### src/rtl/wino_layer_sequencer.sv
// Layer sequencer for the Winograd conv engine: walks every id slice and od lane group,
// handshaking tiles with the data controller and supplying indices to the weight controller.
module wino_layer_sequencer #(
    parameter int OD_LANES    = 2,
    parameter int OD_W        = 8,
    parameter int ID_W        = 4,
    parameter int START_DELAY = 4,
    parameter int PASS_W      = 12
) (
    input  logic                clk,
    input  logic                reset,
    input  logic                cfg_wen_i,
    input  logic [ID_W-1:0]     cfg_id_i,
    input  logic [OD_W-1:0]     cfg_od_i,
    input  logic                cfg_size_type_i,
    output logic                cfg_ready_o,
    input  logic                start_i,
    input  logic                abort_i,
    input  logic                data_ready_i,
    input  logic                data_complete_i,
    output logic                data_prepare_o,
    output logic                data_start_o,
    output logic [ID_W-1:0]     data_id_o,
    output logic                size_type_o,
    output logic [ID_W-1:0]     weight_id_o,
    output logic [OD_W-1:0]     weight_od_base_o,
    output logic [OD_LANES-1:0] weight_od_mask_o,
    output logic [PASS_W-1:0]   pass_count_o,
    output logic                busy_o,
    output logic                conv_completed_o,
    output logic                err_o
);
    localparam int DLY_W = (START_DELAY > 1) ? $clog2(START_DELAY) : 1;
    localparam logic [OD_W:0]      LANES_X  = (OD_W+1)'(OD_LANES);
    localparam logic [OD_W-1:0]    LANES_N  = OD_W'(OD_LANES);
    localparam logic [DLY_W-1:0]   DLY_INIT = DLY_W'(START_DELAY - 1);

    typedef enum logic [2:0] {
        ST_IDLE    = 3'd0,
        ST_PREPARE = 3'd1,
        ST_DELAY   = 3'd2,
        ST_RUN     = 3'd3,
        ST_ADVANCE = 3'd4,
        ST_DONE    = 3'd5
    } state_t;

    // Lane i is live when its od channel base+i lies inside the layer; computed without wrap.
    function automatic logic [OD_LANES-1:0] lane_mask(input logic [OD_W-1:0] base,
                                                       input logic [OD_W-1:0] total);
        logic [OD_LANES-1:0] m;
        m = {OD_LANES{1'b0}};
        for (int i = 0; i < OD_LANES; i++) begin
            m[i] = (({1'b0, base} + (OD_W+1)'(i)) < {1'b0, total});
        end
        return m;
    endfunction

    state_t              state_r, state_s;
    logic [ID_W-1:0]     cfg_id_r, id_r, id_s, eff_id_s;
    logic [OD_W-1:0]     cfg_od_r, base_r, base_s, eff_od_s;
    logic [OD_LANES-1:0] mask_r, mask_s;
    logic [PASS_W-1:0]   pass_r, pass_s;
    logic [DLY_W-1:0]    dly_r, dly_s;
    logic                size_r, start_r, start_s, err_r, err_s;
    logic                prepare_r, busy_r, done_r, cfg_ready_r;
    logic                cfg_take_s, start_ok_s, last_group_s, last_id_s;

    assign cfg_take_s   = cfg_wen_i & cfg_ready_r;
    assign eff_id_s     = cfg_take_s ? cfg_id_i : cfg_id_r;
    assign eff_od_s     = cfg_take_s ? cfg_od_i : cfg_od_r;
    assign start_ok_s   = start_i & ~abort_i & ((state_r == ST_IDLE) | (state_r == ST_DONE));
    assign last_group_s = (({1'b0, base_r} + LANES_X) >= {1'b0, cfg_od_r});
    assign last_id_s    = (id_r == (cfg_id_r - ID_W'(1)));
    // A stray completion outside RUN wins over the clear from a start in the same cycle.
    assign err_s        = (data_complete_i & (state_r != ST_RUN)) ? 1'b1 :
                          (start_ok_s ? 1'b0 : err_r);

    // Next-state, counter and start-pulse logic; abort overrides everything.
    always_comb begin
        state_s = state_r;
        id_s    = id_r;
        base_s  = base_r;
        mask_s  = mask_r;
        pass_s  = pass_r;
        dly_s   = dly_r;
        start_s = 1'b0;
        if (abort_i) begin
            state_s = ST_IDLE;
            id_s    = ID_W'(0);
            base_s  = OD_W'(0);
            mask_s  = OD_LANES'(0);
            pass_s  = PASS_W'(0);
            dly_s   = DLY_W'(0);
        end else begin
            case (state_r)
                ST_IDLE, ST_DONE: begin
                    if (start_i) begin
                        id_s   = ID_W'(0);
                        base_s = OD_W'(0);
                        pass_s = PASS_W'(0);
                        if ((eff_id_s == ID_W'(0)) || (eff_od_s == OD_W'(0))) begin
                            state_s = ST_DONE;
                            mask_s  = OD_LANES'(0);
                        end else begin
                            state_s = ST_PREPARE;
                            mask_s  = lane_mask(OD_W'(0), eff_od_s);
                        end
                    end else begin
                        state_s = state_r;
                    end
                end
                ST_PREPARE: begin
                    if (data_ready_i) begin
                        state_s = ST_DELAY;
                        dly_s   = DLY_INIT;
                        start_s = (START_DELAY == 1);
                    end else begin
                        state_s = ST_PREPARE;
                    end
                end
                ST_DELAY: begin
                    // start_r is registered, so it is raised one cycle before dly reaches 0
                    if (dly_r == DLY_W'(0)) begin
                        state_s = ST_RUN;
                    end else begin
                        dly_s   = dly_r - DLY_W'(1);
                        start_s = (dly_r == DLY_W'(1));
                    end
                end
                ST_RUN: begin
                    if (data_complete_i) begin
                        state_s = ST_ADVANCE;
                    end else begin
                        state_s = ST_RUN;
                    end
                end
                ST_ADVANCE: begin
                    pass_s = (pass_r == {PASS_W{1'b1}}) ? pass_r : (pass_r + PASS_W'(1));
                    if (last_group_s && last_id_s) begin
                        state_s = ST_DONE;
                    end else if (last_group_s) begin
                        state_s = ST_PREPARE;
                        base_s  = OD_W'(0);
                        id_s    = id_r + ID_W'(1);
                        mask_s  = lane_mask(OD_W'(0), cfg_od_r);
                    end else begin
                        state_s = ST_PREPARE;
                        base_s  = base_r + LANES_N;
                        mask_s  = lane_mask(base_r + LANES_N, cfg_od_r);
                    end
                end
                default: begin
                    state_s = ST_IDLE;
                end
            endcase
        end
    end

    // State, counters, config and registered status outputs.
    always_ff @(posedge clk or negedge reset) begin
        if (!reset) begin
            state_r     <= ST_IDLE;
            cfg_id_r    <= ID_W'(0);
            cfg_od_r    <= OD_W'(0);
            size_r      <= 1'b0;
            id_r        <= ID_W'(0);
            base_r      <= OD_W'(0);
            mask_r      <= OD_LANES'(0);
            pass_r      <= PASS_W'(0);
            dly_r       <= DLY_W'(0);
            start_r     <= 1'b0;
            err_r       <= 1'b0;
            prepare_r   <= 1'b0;
            busy_r      <= 1'b0;
            done_r      <= 1'b0;
            cfg_ready_r <= 1'b1;
        end else begin
            if (cfg_take_s) begin
                cfg_id_r <= cfg_id_i;
                cfg_od_r <= cfg_od_i;
                size_r   <= cfg_size_type_i;
            end
            state_r     <= state_s;
            id_r        <= id_s;
            base_r      <= base_s;
            mask_r      <= mask_s;
            pass_r      <= pass_s;
            dly_r       <= dly_s;
            start_r     <= start_s;
            err_r       <= err_s;
            prepare_r   <= (state_s == ST_PREPARE);
            done_r      <= (state_s == ST_DONE);
            cfg_ready_r <= (state_s == ST_IDLE) || (state_s == ST_DONE);
            busy_r      <= (state_s != ST_IDLE) && (state_s != ST_DONE);
        end
    end

    assign cfg_ready_o      = cfg_ready_r;
    assign data_prepare_o   = prepare_r;
    assign data_start_o     = start_r;
    assign data_id_o        = id_r;
    assign weight_id_o      = id_r;
    assign size_type_o      = size_r;
    assign weight_od_base_o = base_r;
    assign weight_od_mask_o = mask_r;
    assign pass_count_o     = pass_r;
    assign busy_o           = busy_r;
    assign conv_completed_o = done_r;
    assign err_o            = err_r;

endmodule

### config.mk
export PLATFORM = sky130hd
export DESIGN_NAME = wino_layer_sequencer
export DESIGN_NICKNAME = d
export VERILOG_FILES = /design/src/rtl/wino_layer_sequencer.sv
export SDC_FILE = /design/constraint.sdc
export NUM_CORES = 1
export LEC_CHECK = 0
export BUFFER_PORTS_ARGS = -buffer_cell sky130_fd_sc_hd__buf_2
export CAP_MARGIN = 10
export CORE_MARGIN = 2
export CORE_UTILIZATION = 60
export CTS_CLUSTER_DIAMETER = 40
export DETAILED_ROUTE_END_ITERATION = 7
export PLACE_DENSITY = 0.92
export SYNTH_ARGS = -nofsm -noshare
export SYNTH_HDL_FRONTEND = slang
export SYNTH_SLANG_ARGS = --single-unit
### constraint.sdc
create_clock -name clk -period 8.1 [get_ports clk]
set_input_delay 0.81 -clock clk [delete_from_list [all_inputs] [get_ports clk]]
set_output_delay 0.81 -clock clk [all_outputs]
set_load 0.02 [all_outputs]
## Yosys cells after proc, flatten, opt, wreduce, memory -nomap -nowiden

Index checks and enable logic that the tools add are counted.

| word-level totals | value |
|---|---|
| flip-flop bits (word level) | 50 |
| input port bits | 20 |
| output and inout bits | 37 |
| logic and storage cells | 110 |

| operators by class | value |
|---|---|
| add/subtract/negate cells | 7 |
| order comparisons | 7 |
| equality and inequality tests | 18 |
| multiplexer cells | 39 |
| bitwise operators | 6 |
| reduce and logical (&&, ||, !) cells | 18 |

Operator list:

| operator | count |
|---|---|
| 2-to-1 mux 8 bit | 5 |
| 2-to-1 mux 12 bit | 3 |
| less-than comparator 1 x 8 -> 1 bit (first input constant) | 4 |
| one-hot mux 12 bit (2 select lines) | 1 |
| inequality test 3 bit (second input constant) | 7 |
| 2-to-1 mux 4 bit | 5 |
| 2-to-1 mux 2 bit | 9 |
| 2-to-1 mux 3 bit | 6 |
| one-hot mux 8 bit (2 select lines) | 1 |
| one-hot mux 3 bit (5 select lines) | 1 |
| adder 12 x 1 -> 12 bit (second input constant) | 1 |
| equality test 12 bit (second input constant) | 1 |
| adder 8 x 1 -> 9 bit (second input constant) | 1 |
| adder 8 x 2 -> 9 bit (second input constant) | 1 |
| equality test 3 bit (second input constant) | 3 |
| >= comparator 9 x 8 -> 1 bit | 1 |
| less-than comparator 9 x 8 -> 1 bit | 1 |
| AND reduction 3 bit | 3 |
| nonzero test 3 bit | 3 |
| adder 8 x 2 -> 8 bit (second input constant) | 1 |
| zero test 8 bit | 1 |
| less-than comparator 8 bit | 1 |
| one-hot mux 2 bit (2 select lines) | 2 |
| one-hot mux 4 bit (2 select lines) | 1 |
| 20 further kinds | 32 |

## Longest topological paths before layout

Gate-level depths: netlist (run 1).

| logic depth | value |
|---|---|
| depth in word-level cells | 10 |
| gate-level depth with buffers | 12 |
| mapped depth without buffers | 11 |

## Worst setup path before layout (run 1)

OpenSTA, ideal clock, no wires.

| timing path | value |
|---|---|
| path kind | reg-to-reg |
| start | register base_r[3] (netlist: weight_od_base_o[3]) |
| end | register mask_r[0] (netlist: weight_od_mask_o[0]) |
| setup time | 125 ps |
| arrival time | 2714 ps |
| data required time | 7975 ps |
| setup slack | 5261 ps |
| stages on the path, launching flop included | 13 |
| buffers on the path | 2 |
| period minus slack after synthesis | 2839 ps |
| cells stage by stage | dfrtp_1 buf_2 nand3_2 inv_1 nand3_1 xnor2_1 ha_1 a21o_1 a221oi_2 nand2_1 a31o_2 buf_6 mux2_2 |

| between the ends | value |
|---|---|
| longest elaborated chain between the ends | 6 |
| elaborated cells between the ends (all ways) | 11 |
| those cells by class | add/sub: 2; order compare: 2; eq/ne: 1; mux: 4; reduce/logical: 2 |

RTL lines:

| item | line | RTL |
|---|---|---|
| start: declaration | 60 | `logic [OD_W-1:0] cfg_od_r, base_r, base_s, eff_od_s;` |
| start signal: assignment | 185 | `base_r <= base_s;` |
| adder 8 x 2 -> 9 bit or adder 8 x 2 -> 8 bit (tied branches) | 72, 149 |  |
| >= comparator 9 x 8 -> 1 bit or less-than comparator 8 bit (tied branches) | 72, 53 |  |
| 2-to-1 mux 2 bit | 141 | `end else if (last_group_s) begin` |
| 2-to-1 mux 2 bit | 139 | `if (last_group_s && last_id_s) begin` |
| one-hot mux 2 bit (2 select lines) | 95 | `case (state_r)` |
| 2-to-1 mux 2 bit | 87 | `if (abort_i) begin` |
| end signal: assignment | 186 | `mask_r <= mask_s;` |
| end: declaration | 61 | `logic [OD_LANES-1:0] mask_r, mask_s;` |

Several ways; a longest one is shown, not always the timed one. The select of a mux whose other input is x is not followed.
A chain may end at the register's enable or synchronous reset.

## Worst setup path in the final report (run 1)

Ends and elaborated chain as after synthesis.

==> results of run 1 <==
[report_power, final]
group / switching [uW] / internal (uW)
Sequential: 22.2 / 269
Combinational: 88.5 / 64.6
Clock: 83.0 / 61.3
[cell families (layout without fill, tap and decap cells)]
kind of cell    count (synthesis)  after routing
mux                            16             16
simple gates                   97             97
fa+ha+maj                      22             22
flops                          49             49
other cells                     1              1
compound gates                 71             71
xor+xnor                       20             20
buf+inv                        39             84
[worst register-to-register path, stage by stage, from the launching register on]
cell and delay, ns:
dfrtp_1 0.53, nand3_2 0.18, inv_1 0.11, nand3_1 0.14, xnor2_1 0.24, ha_1 0.29
a21o_1 0.18, a221oi_2 0.38, nand2_1 0.19, a31o_2 0.32, mux2_2 0.29
[cells in the final DEF (no fill, tap or decap), types with 5 or more instances in the layout]
master	count
a21o_1	10
inv_1	21
buf_2	55
mux2_2	16
nand2_1	9
nand3_1	9
a31oi_1	7
clkbuf_8	5
dfrtp_1	48
xnor2_1	12
o21ai_0	17
ha_1	21
and3_1	10
a22o_1	5
a21oi_1	12
nand4_1	11
nor2_1	28
xor2_1	8
[worst max-delay path by stage]
stage                           to  cells after the start  slack, ns
2_1_floorplan  weight_od_mask_o[0]                     12       5.26
3_3_place_gp   weight_od_mask_o[0]                     10       5.37
3_5_place_dp   weight_od_mask_o[0]                     10       5.19
4_1_cts        weight_od_mask_o[0]                     10       5.16
5_1_grt        weight_od_base_o[1]                     10       4.87
6_report       weight_od_mask_o[0]                     10       5.15
[cell type report]
cell class	instances	area [um^2]
tap	70	87.58
clock buffer	7	76.32
fill	395	1613
clock inverter	1	7.507
multi-input combinational	227	1677
timing repair buffer	55	275.3
sequential	49	1227
inverter	21	78.83
[registers in the layout, summed over array words and instances, names as in the netlist, 2 cells and up]
| signal | cells |
|---|---|
| cfg_id_r | 4 |
| cfg_od_r | 8 |
| data_id_o | 4 |
| dly_r | 2 |
| pass_count_o | 12 |
| state_r | 3 |
| weight_od_base_o | 7 |
| weight_od_mask_o | 2 |
[cells in the mapped netlist, types with 8 or more instances]
library cell,n,share of area [%]
mux2_2,16,5.8
and3_1,10,2.0
clkbuf_1,8,0.97
ha_1,21,8.5
nor2_1,28,3.4
nand4_1,11,2.2
dfrtp_1,48,39
nand3_1,9,1.5
inv_1,21,2.6
nand2_1,9,1.1
a21oi_1,12,1.9
xor2_1,8,2.3
a21o_1,10,2.4
o21ai_0,17,2.8
xnor2_1,12,3.4
[stage by stage]
| stage | util, % | instance area, um^2 | std cells |
|---|---|---|---|
| after floorplan | - | 3087 | 315 |
| after global placement | 66.35 | 3346 | 422 |
| after detailed placement | 66.35 | 3346 | 422 |
| after CTS | 68.01 | 3430 | 430 |
| after global routing | 68.01 | 3430 | 430 |
| final | 68.01 | 3430 | 430 |
[layer usage]
layer | wire length (um) | share of wire (%) | up-vias
met5 | 0 | 0 | -
met4 | 185 | 2.8 | 0
met3 | 427 | 6.4 | 19
met2 | 3040 | 46 | 113
met1 | 2981 | 45 | 1268
li1 | - | - | 1228
==> results.txt, run 1 <==
status -> completed
Yosys reg bits -> 49
startpoint types -> register
worst path bufs/invs -> 1
Max Slew Vio Count -> 0
Hold Path Depth -> 1
Setup crit start -> weight_od_base_o[3]
grt met3 use -> 6.481%
Max stage delay on crit path -> 0.53 ns
pwr/cell area -> 171.6 mW/mm^2
Least-Margin Pin Slew -> 1.075 ns
PortBufs -> 55
Initial Util -> 61.22%
Post-Synth Adder-Cell Area -> 8.837%
Reg2Reg Setup Slack -> 5.15 ns
Slew headroom -> 28.32%
Placement Setup Slack -> 5.194 ns
vias in the first global route -> 2418
largest family of logic cells by synthesized area -> simple AND/OR/NAND/NOR gates
Clock transition at path regs -> 0.08 ns
TritonCTS clock tree -> done
Synth Net Count -> 356
CP Max Fanout -> 9
setup repair bufs after CTS -> 0
CP arrival -> 3.15 ns
initial antenna violation count -> 0
1st-iter DRT viols -> 169
ys flop type -> dfrtp_1
reg2reg end -> weight_od_mask_o[0]
vias -> 2628
HP Start -> pass_count_o[8]
WL final -> 6635 um
VDD IR max -> 0.1185 mV
Die Height -> 75.73 um
M1 GR Usage -> 33.36%
xor/xnor share of the synthesized area -> 5.675%
Num CTS Buffers -> 5
Min Hold Slack -> 0.5166 ns
ys async rst share -> 100.0%
setup TNS -> 0 ns
RR Startpoint -> weight_od_base_o[3]
busiest grt layer -> met2
H-tree depth -> 2
worst r2r path cells -> 10
first-pass GRT wire length -> 10780 um
WHS Endpoint -> pass_count_o[8]
root buf cell -> clkbuf_8
worst-case clock skew -> 0.01367 ns
nets -> 400
mux cell area share after synthesis -> 5.837%
synth unique cells -> 56
Mapped Cells -> 315
sequential area share after synthesis -> 39.76%
met2 Use GR -> 37.97%
Top delay family on crit path -> compound AO/OA/AOI/OAI gates
unrepaired setup endpoints after global routing -> no
total power -> 588.4 uW
share of layout cells above drive strength 1 -> 23.89%
Routed wire per std cell -> 15.43 um
worst-path cell chain -> nand3_2 > inv_1 > nand3_1 > xnor2_1 > ha_1 > a21o_1 > a221oi_2 > nand2_1 > a31o_2 > mux2_2
post_cts resized -> 0
row cnt -> 26
DRC viols -> 0
Routed Antenna Nets -> 0
detailed placement HPWL -> 4927 um
Layout area overhead -> 11.11%
I/O pins -> 57
final RePlAce weighted congestion -> 0.8976
Worst path slowest cell -> dfrtp_1
simple-gate share of the synthesized area -> 18.16%
Pleak -> 0.001756 uW
Critical Path RT -> 8.30 ns
Fmax achieved -> 338.6 MHz
Worst Slack Setup Final -> 5.147 ns
ANT cells -> 0
Core Region -> 0.005042 mm^2
Crit Path Class -> register to register
final worst-path cycle share -> 36.46%
Die X -> 75.73 um
clock buffer depth -> 2
die area -> 0.005734 mm^2
GRT Total Usage -> 24.83%
EDFF count, synth -> 0
Vias/cell -> 6.112
max_cap viols -> 0
Final min period -> 2.953 ns
worst skew pair latency -> 0.32 ns
synthesized cell area -> 0.003087 mm^2
worst hold path class -> register to register
Overflow after GRT -> 0
Syn Area/Cell -> 9.799 um^2
pin count of the biggest net entering global routing -> 50
Setup Viol. Count Final -> 0
Initial DRT Pass Iterations -> 5
CP endpoint kind -> register
Hold Vio Cnt, Final -> 0
CTS Sinks -> 49
hold buffers post-CTS -> 0
YS warnings -> 0
Synth Area in Compound Gates -> 15.69%
Note: power is estimated with default switching activity, not from simulation.
==> run 2: changes to the inputs <==
--- a/config.mk
+++ b/config.mk
@@ -8,10 +8,10 @@
 export BUFFER_PORTS_ARGS = -buffer_cell sky130_fd_sc_hd__buf_2
 export CAP_MARGIN = 10
 export CORE_MARGIN = 2
-export CORE_UTILIZATION = 60
+export CORE_UTILIZATION = 56
 export CTS_CLUSTER_DIAMETER = 40
 export DETAILED_ROUTE_END_ITERATION = 7
-export PLACE_DENSITY = 0.92
+export PLACE_DENSITY = 0.87
 export SYNTH_ARGS = -nofsm -noshare
 export SYNTH_HDL_FRONTEND = slang
 export SYNTH_SLANG_ARGS = --single-unit
==> constraint.sdc (replaced) <==
create_clock -name clk -period 2.9 [get_ports clk]
set_input_delay 0.29 -clock clk [delete_from_list [all_inputs] [get_ports clk]]
set_output_delay 0.29 -clock clk [all_outputs]
set_load 0.02 [all_outputs]
==> results.txt, run 2 (synthesis results as in run 1) <==
CP Max Fanout -> 9 (unchanged)
final instance area -> 0.003530 mm^2 (+2.9%)
Vias/cell -> 5.966 (-2.4%)
status -> completed
root buf cell -> clkbuf_8
vias in the first global route -> 2402 (-0.66%)
initial antenna violation count -> 0 (unchanged)
Final min period -> 2.809 ns (-0.1441 ns)
VDD IR max -> 0.3436 mV (+190%)
final RePlAce weighted congestion -> 0.9156 (+2.0%)
Max Slew Vio Count -> 0 (unchanged)
worst-case clock skew -> 0.007453 ns (-0.006215 ns)
Placement Setup Slack -> 0.09479 ns (-5.099 ns)
Layout area overhead -> 14.35%
Routed wire per std cell -> 15.78 um (+2.3%)
CTS Sinks -> 49 (unchanged)
WL final -> 6881 um (+3.7%)
most frequent cells in the layout -> buf_2, dfrtp_1, nor2_1, inv_1, ha_1
DRC viols -> 0 (unchanged)
nets -> 404 (+1.0%)
H-tree depth -> 2 (unchanged)
total power -> 1764 uW (+200%)
worst hold path class -> input port to async pin
clock buffer depth -> 2 (unchanged)
first-pass GRT wire length -> 11080 um (+2.8%)
Fmax achieved -> 356.0 MHz (+5.1%)
Overflow after GRT -> 0 (unchanged)
Critical Path RT -> 3.11 ns (-5.19 ns)
Slew headroom -> 45.76% (+17 points)
Least-Margin Pin Slew -> 0.8135 ns (-0.2617 ns)
ANT cells -> 0 (unchanged)
row cnt -> 27 (+3.8%)
Routed Antenna Nets -> 0 (unchanged)
GRT Total Usage -> 22.85% (-2.0 points)
fillcell total -> 446 (+13%)
1st-iter DRT viols -> 221 (+31%)
Pleak -> 0.001797 uW (+2.3%)
TritonCTS clock tree -> done
Initial Util -> 57.11% (-4.1 points)
Crit Path Class -> register to register
Hold Vio Cnt, Final -> 0 (unchanged)
worst skew pair latency -> 0.32 ns (about the same)
pin count of the biggest net entering global routing -> 38 (-24%)
share of layout cells above drive strength 1 -> 27.20% (+3.3 points)
Worst Slack Setup Final -> 0.09074 ns (-5.056 ns)
Num CTS Buffers -> 5 (unchanged)
Die Height -> 78.24 um (+3.3%)
commonest non-fill, non-tap cell in the layout -> buf_2
CP endpoint kind -> register
Setup Viol. Count Final -> 0 (unchanged)
startpoint types -> register
setup repair bufs after CTS -> 0 (unchanged)
pwr/cell area -> 499.7 mW/mm^2 (+190%)
CP arrival -> 3.02 ns (-0.13 ns)
non-filler cells, final -> 436 (+1.4%)
detailed placement HPWL -> 4936 um (+0.19%)
final worst-path cycle share -> 96.87% (+60 points)
Core Region -> 0.005405 mm^2 (+7.2%)
Initial DRT Pass Iterations -> 4 (-1)
max FFs per register -> 12 (unchanged)
Clock transition at path regs -> 0.10 ns (+0.02 ns)
Die X -> 78.24 um (+3.3%)
die area -> 0.006122 mm^2 (+6.8%)
I/O pins -> 57 (unchanged)
max_cap viols -> 0 (unchanged)
PortBufs -> 55 (unchanged)
dpl cells -> 428 (+1.4%)
vias -> 2601 (-1.0%)
Min Hold Slack -> 0.05390 ns (-0.4627 ns)
dpl cell area -> 0.003378 mm^2 (+0.97%)
[run 2: cell types whose count changed in the layout (fill, tap and decap cells not counted), moves of 2 or more]
| cell | before | now |
|---|---|---|
| buf_4 | 0 | 4 |
| clkbuf_1 | 2 | 0 |
| dfrtp_2 | 0 | 2 |
| dfrtp_1 | 48 | 46 |
[run 2: final cells by class]
| cell class | instances | area [um^2] | area share (%) |
|---|---|---|---|
| Sequential cell | 49 | 1230 | 34.85 |
| Timing Repair Buffer | 59 | 305.3 | 8.649 |
| Inverter | 21 | 78.83 | 2.233 |
| Tap cell | 72 | 90.09 | 2.552 |
| Clock buffer | 5 | 68.82 | 1.950 |
| Clock inverter | 3 | 46.29 | 1.312 |
| Multi-Input combinational cell | 227 | 1710 | 48.46 |
[run 2: report_power, final]
| part | internal, uW | leakage [uW] | total, uW | switching (uW) |
|---|---|---|---|---|
| sequential | 751 | 0.000635 | 815 | 64.2 |
| clock | 258 | 0.0000543 | 507 | 248 |
| combinational | 186 | 0.00111 | 441 | 256 |
[run 2: what timing repair did]
item | in CTS | in global routing
setup endpoints to repair | 0 | 16
gates resized for setup | 0 | 8
hold buffers | 0 | 0
[run 2: path summary, 6_finish.rpt]
kind                                     start                   to  slack, ns  cells past startpoint
min                                      reset      pass_count_o[5]       0.05                      1
min in group clk               cfg_size_type_i          size_type_o       0.21                      2
max reg2reg                weight_od_base_o[1]  weight_od_base_o[1]       0.09                     10
min reg2reg                        size_type_o          size_type_o       0.51                      1
max                        weight_od_base_o[1]  weight_od_base_o[1]       0.09                     10
max in group asynchronous                reset  weight_od_base_o[1]       2.22                      2
[run 2: layer usage]
layer	global-route usage (%)	vias to the layer above	wire [um]
li1	-	1243	-
met1	30.30	1268	3127
met2	38.45	80	3353
met3	2.989	10	284
met4	8.421	0	115
met5	0	-	0
[run 2: worst max-delay path: stages, from the launching register on]
cell     delay [ns]
dfrtp_2        0.45
inv_1          0.13
ha_1           0.25
inv_1          0.10
ha_1           0.25
and4b_1        0.19
o21a_1         0.17
o31ai_2        0.39
nand2_2        0.17
a31o_2         0.31
mux2_2         0.29
[run 2: stage by stage]
| stage | setup TNS (ns) | utilization [%] |
|---|---|---|
| global route | -0.2045 | 65.30 |
| global placement | 0 | 62.50 |
| floorplan | 0 | - |
| CTS | 0 | 64.63 |
| detailed placement | 0 | 62.50 |
| finish | 0 | 65.30 |
==> run 3: changes to the inputs <==
--- a/config.mk
+++ b/config.mk
@@ -11,7 +11,9 @@
 export CORE_UTILIZATION = 56
 export CTS_CLUSTER_DIAMETER = 40
 export DETAILED_ROUTE_END_ITERATION = 7
-export PLACE_DENSITY = 0.87
+export GPL_TIMING_DRIVEN = 0
+export PLACE_DENSITY = 0.8
+export SETUP_SLACK_MARGIN = 0.1
 export SYNTH_ARGS = -nofsm -noshare
 export SYNTH_HDL_FRONTEND = slang
 export SYNTH_SLANG_ARGS = --single-unit
==> results.txt, run 3 (synthesis results as in run 1) <==
pin count of the biggest net entering global routing -> 50 (+32%)
clock buffer depth -> 2 (unchanged)
final RePlAce weighted congestion -> 0.8628 (-5.8%)
first-pass GRT wire length -> 11470 um (+3.5%)
Die X -> 78.24 um (unchanged)
share of layout cells above drive strength 1 -> 31.03% (+3.8 points)
Fmax achieved -> 358.9 MHz (+0.84%)
startpoint types -> register
initial antenna violation count -> 0 (unchanged)
detailed placement HPWL -> 4830 um (-2.1%)
CP Max Fanout -> 5 (-4)
Slew headroom -> 57.33% (+12 points)
worst-case clock skew -> 0.007872 ns (+0.0004189 ns)
H-tree depth -> 2 (unchanged)
Hold Vio Cnt, Final -> 0 (unchanged)
Overflow after GRT -> 0 (unchanged)
Die Height -> 78.24 um (unchanged)
nets -> 430 (+6.4%)
Max Slew Vio Count -> 0 (unchanged)
Core Region -> 0.005405 mm^2 (unchanged)
root buf cell -> clkbuf_8
CP arrival -> 2.98 ns (-0.04 ns)
max_cap viols -> 0 (unchanged)
Setup Viol. Count Final -> 0 (unchanged)
Clock transition at path regs -> 0.10 ns (about the same)
total power -> 1690 uW (-4.2%)
Initial Util -> 57.11% (unchanged)
pwr/cell area -> 448.5 mW/mm^2 (-10%)
vias in the first global route -> 2428 (+1.1%)
Crit Path Class -> register to register
row cnt -> 27 (unchanged)
DRC viols -> 0 (unchanged)
PortBufs -> 55 (unchanged)
vias -> 2664 (+2.4%)
Least-Margin Pin Slew -> 0.6347 ns (-0.1788 ns)
Min Hold Slack -> 0.2149 ns (+0.1610 ns)
final worst-path cycle share -> 96.07% (-0.80 points)
worst hold path class -> input port to register
status -> completed
ANT cells -> 0 (unchanged)
setup TNS -> 0 ns (unchanged)
CTS Sinks -> 49 (unchanged)
Initial DRT Pass Iterations -> 5 (+1)
Routed wire per std cell -> 14.81 um (-6.1%)
Routed Antenna Nets -> 0 (unchanged)
VDD IR max -> 0.2650 mV (-23%)
1st-iter DRT viols -> 186 (-16%)
most frequent cells in the layout -> buf_2, dfrtp_1, nor2_1, ha_1, inv_1
I/O pins -> 57 (unchanged)
worst skew pair latency -> 0.30 ns (-0.02 ns)
GRT Total Usage -> 23.11% (+0.27 points)
Pleak -> 0.001880 uW (+4.7%)
commonest non-fill, non-tap cell in the layout -> buf_2
Vias/cell -> 5.766 (-3.3%)
Layout area overhead -> 22.09%
max FFs per register -> 12 (unchanged)
unrepaired setup endpoints after global routing -> yes
WL final -> 6843 um (-0.55%)
TritonCTS clock tree -> done
die area -> 0.006122 mm^2 (unchanged)
CP endpoint kind -> register
Num CTS Buffers -> 5 (unchanged)
Critical Path RT -> 3.10 ns (about the same)
Final min period -> 2.786 ns (-0.02328 ns)
-- run 3: report_power, final --
part	total [uW]	internal (uW)	switching (uW)
sequential	809	751	57.6
clock	410	171	239
combinational	472	205	267
total	1690	1130	564
-- run 3: final cells by class --
class | count | area (um^2)
timing repair buffer | 67 | 390.4
multi-input combinational | 227 | 1779
sequential | 49 | 1231
buffer | 18 | 111.4
clock inverter | 2 | 15.01
fill | 437 | 1637
tap | 72 | 90.09
inverter | 21 | 78.83
clock buffer | 6 | 72.57
-- run 3: routing by layer --
layer / up-vias / GRT usage (%) / routed length [um]
met5: - / 0 / 0
met4: 0 / 7.544 / 63
met3: 10 / 4.138 / 379
met2: 91 / 36.90 / 3205
met1: 1274 / 32.06 / 3195
li1: 1289 / - / -
-- run 3: what timing repair did --
item / in CTS / in global routing
resized for setup: 5 / 17
endpoints found under the setup margin: 10 / 16
setup buffers: 1 / 8
pin swaps: 1 / 4
gates cloned: 0 / 1
hold buffers: 0 / 1
hold endpoints to repair: 0 / 17
-- run 3: final timing paths --
path	startpoint	end	slack [ns]	depth (start not counted)
hold / removal	cfg_size_type_i	size_type_o	0.21	2
max in group asynchronous	reset	cfg_ready_o	1.88	3
min in group asynchronous	reset	state_r[2]	0.44	2
setup / recovery	weight_od_base_o[1]	weight_od_mask_o[1]	0.11	11
hold reg to reg	pass_count_o[8]	pass_count_o[8]	0.50	1
setup reg to reg	weight_od_base_o[1]	weight_od_mask_o[1]	0.11	11
-- run 3: worst max-delay path, stage by stage, from the launching register on --
cell and delay, ns:
dfrtp_2 0.45, inv_2 0.08, ha_4 0.26, inv_2 0.04, ha_1 0.29, and4b_1 0.21
o21a_1 0.20, o31ai_4 0.36, nand2_2 0.15, a31o_4 0.25, buf_6 0.13, mux2_2 0.26
-- run 3: metrics by stage --
step	worst slack (ns)	area (um^2)	utilization, %	std cells
2_1_floorplan	0.1433	3090	-	315
3_3_place_gp	0.03642	3456	63.94	442
3_5_place_dp	-0.005562	3456	63.94	442
4_1_cts	0.1140	3583	66.30	451
5_1_grt	0.04458	3769	69.72	462
6_report	0.1140	3769	69.72	462
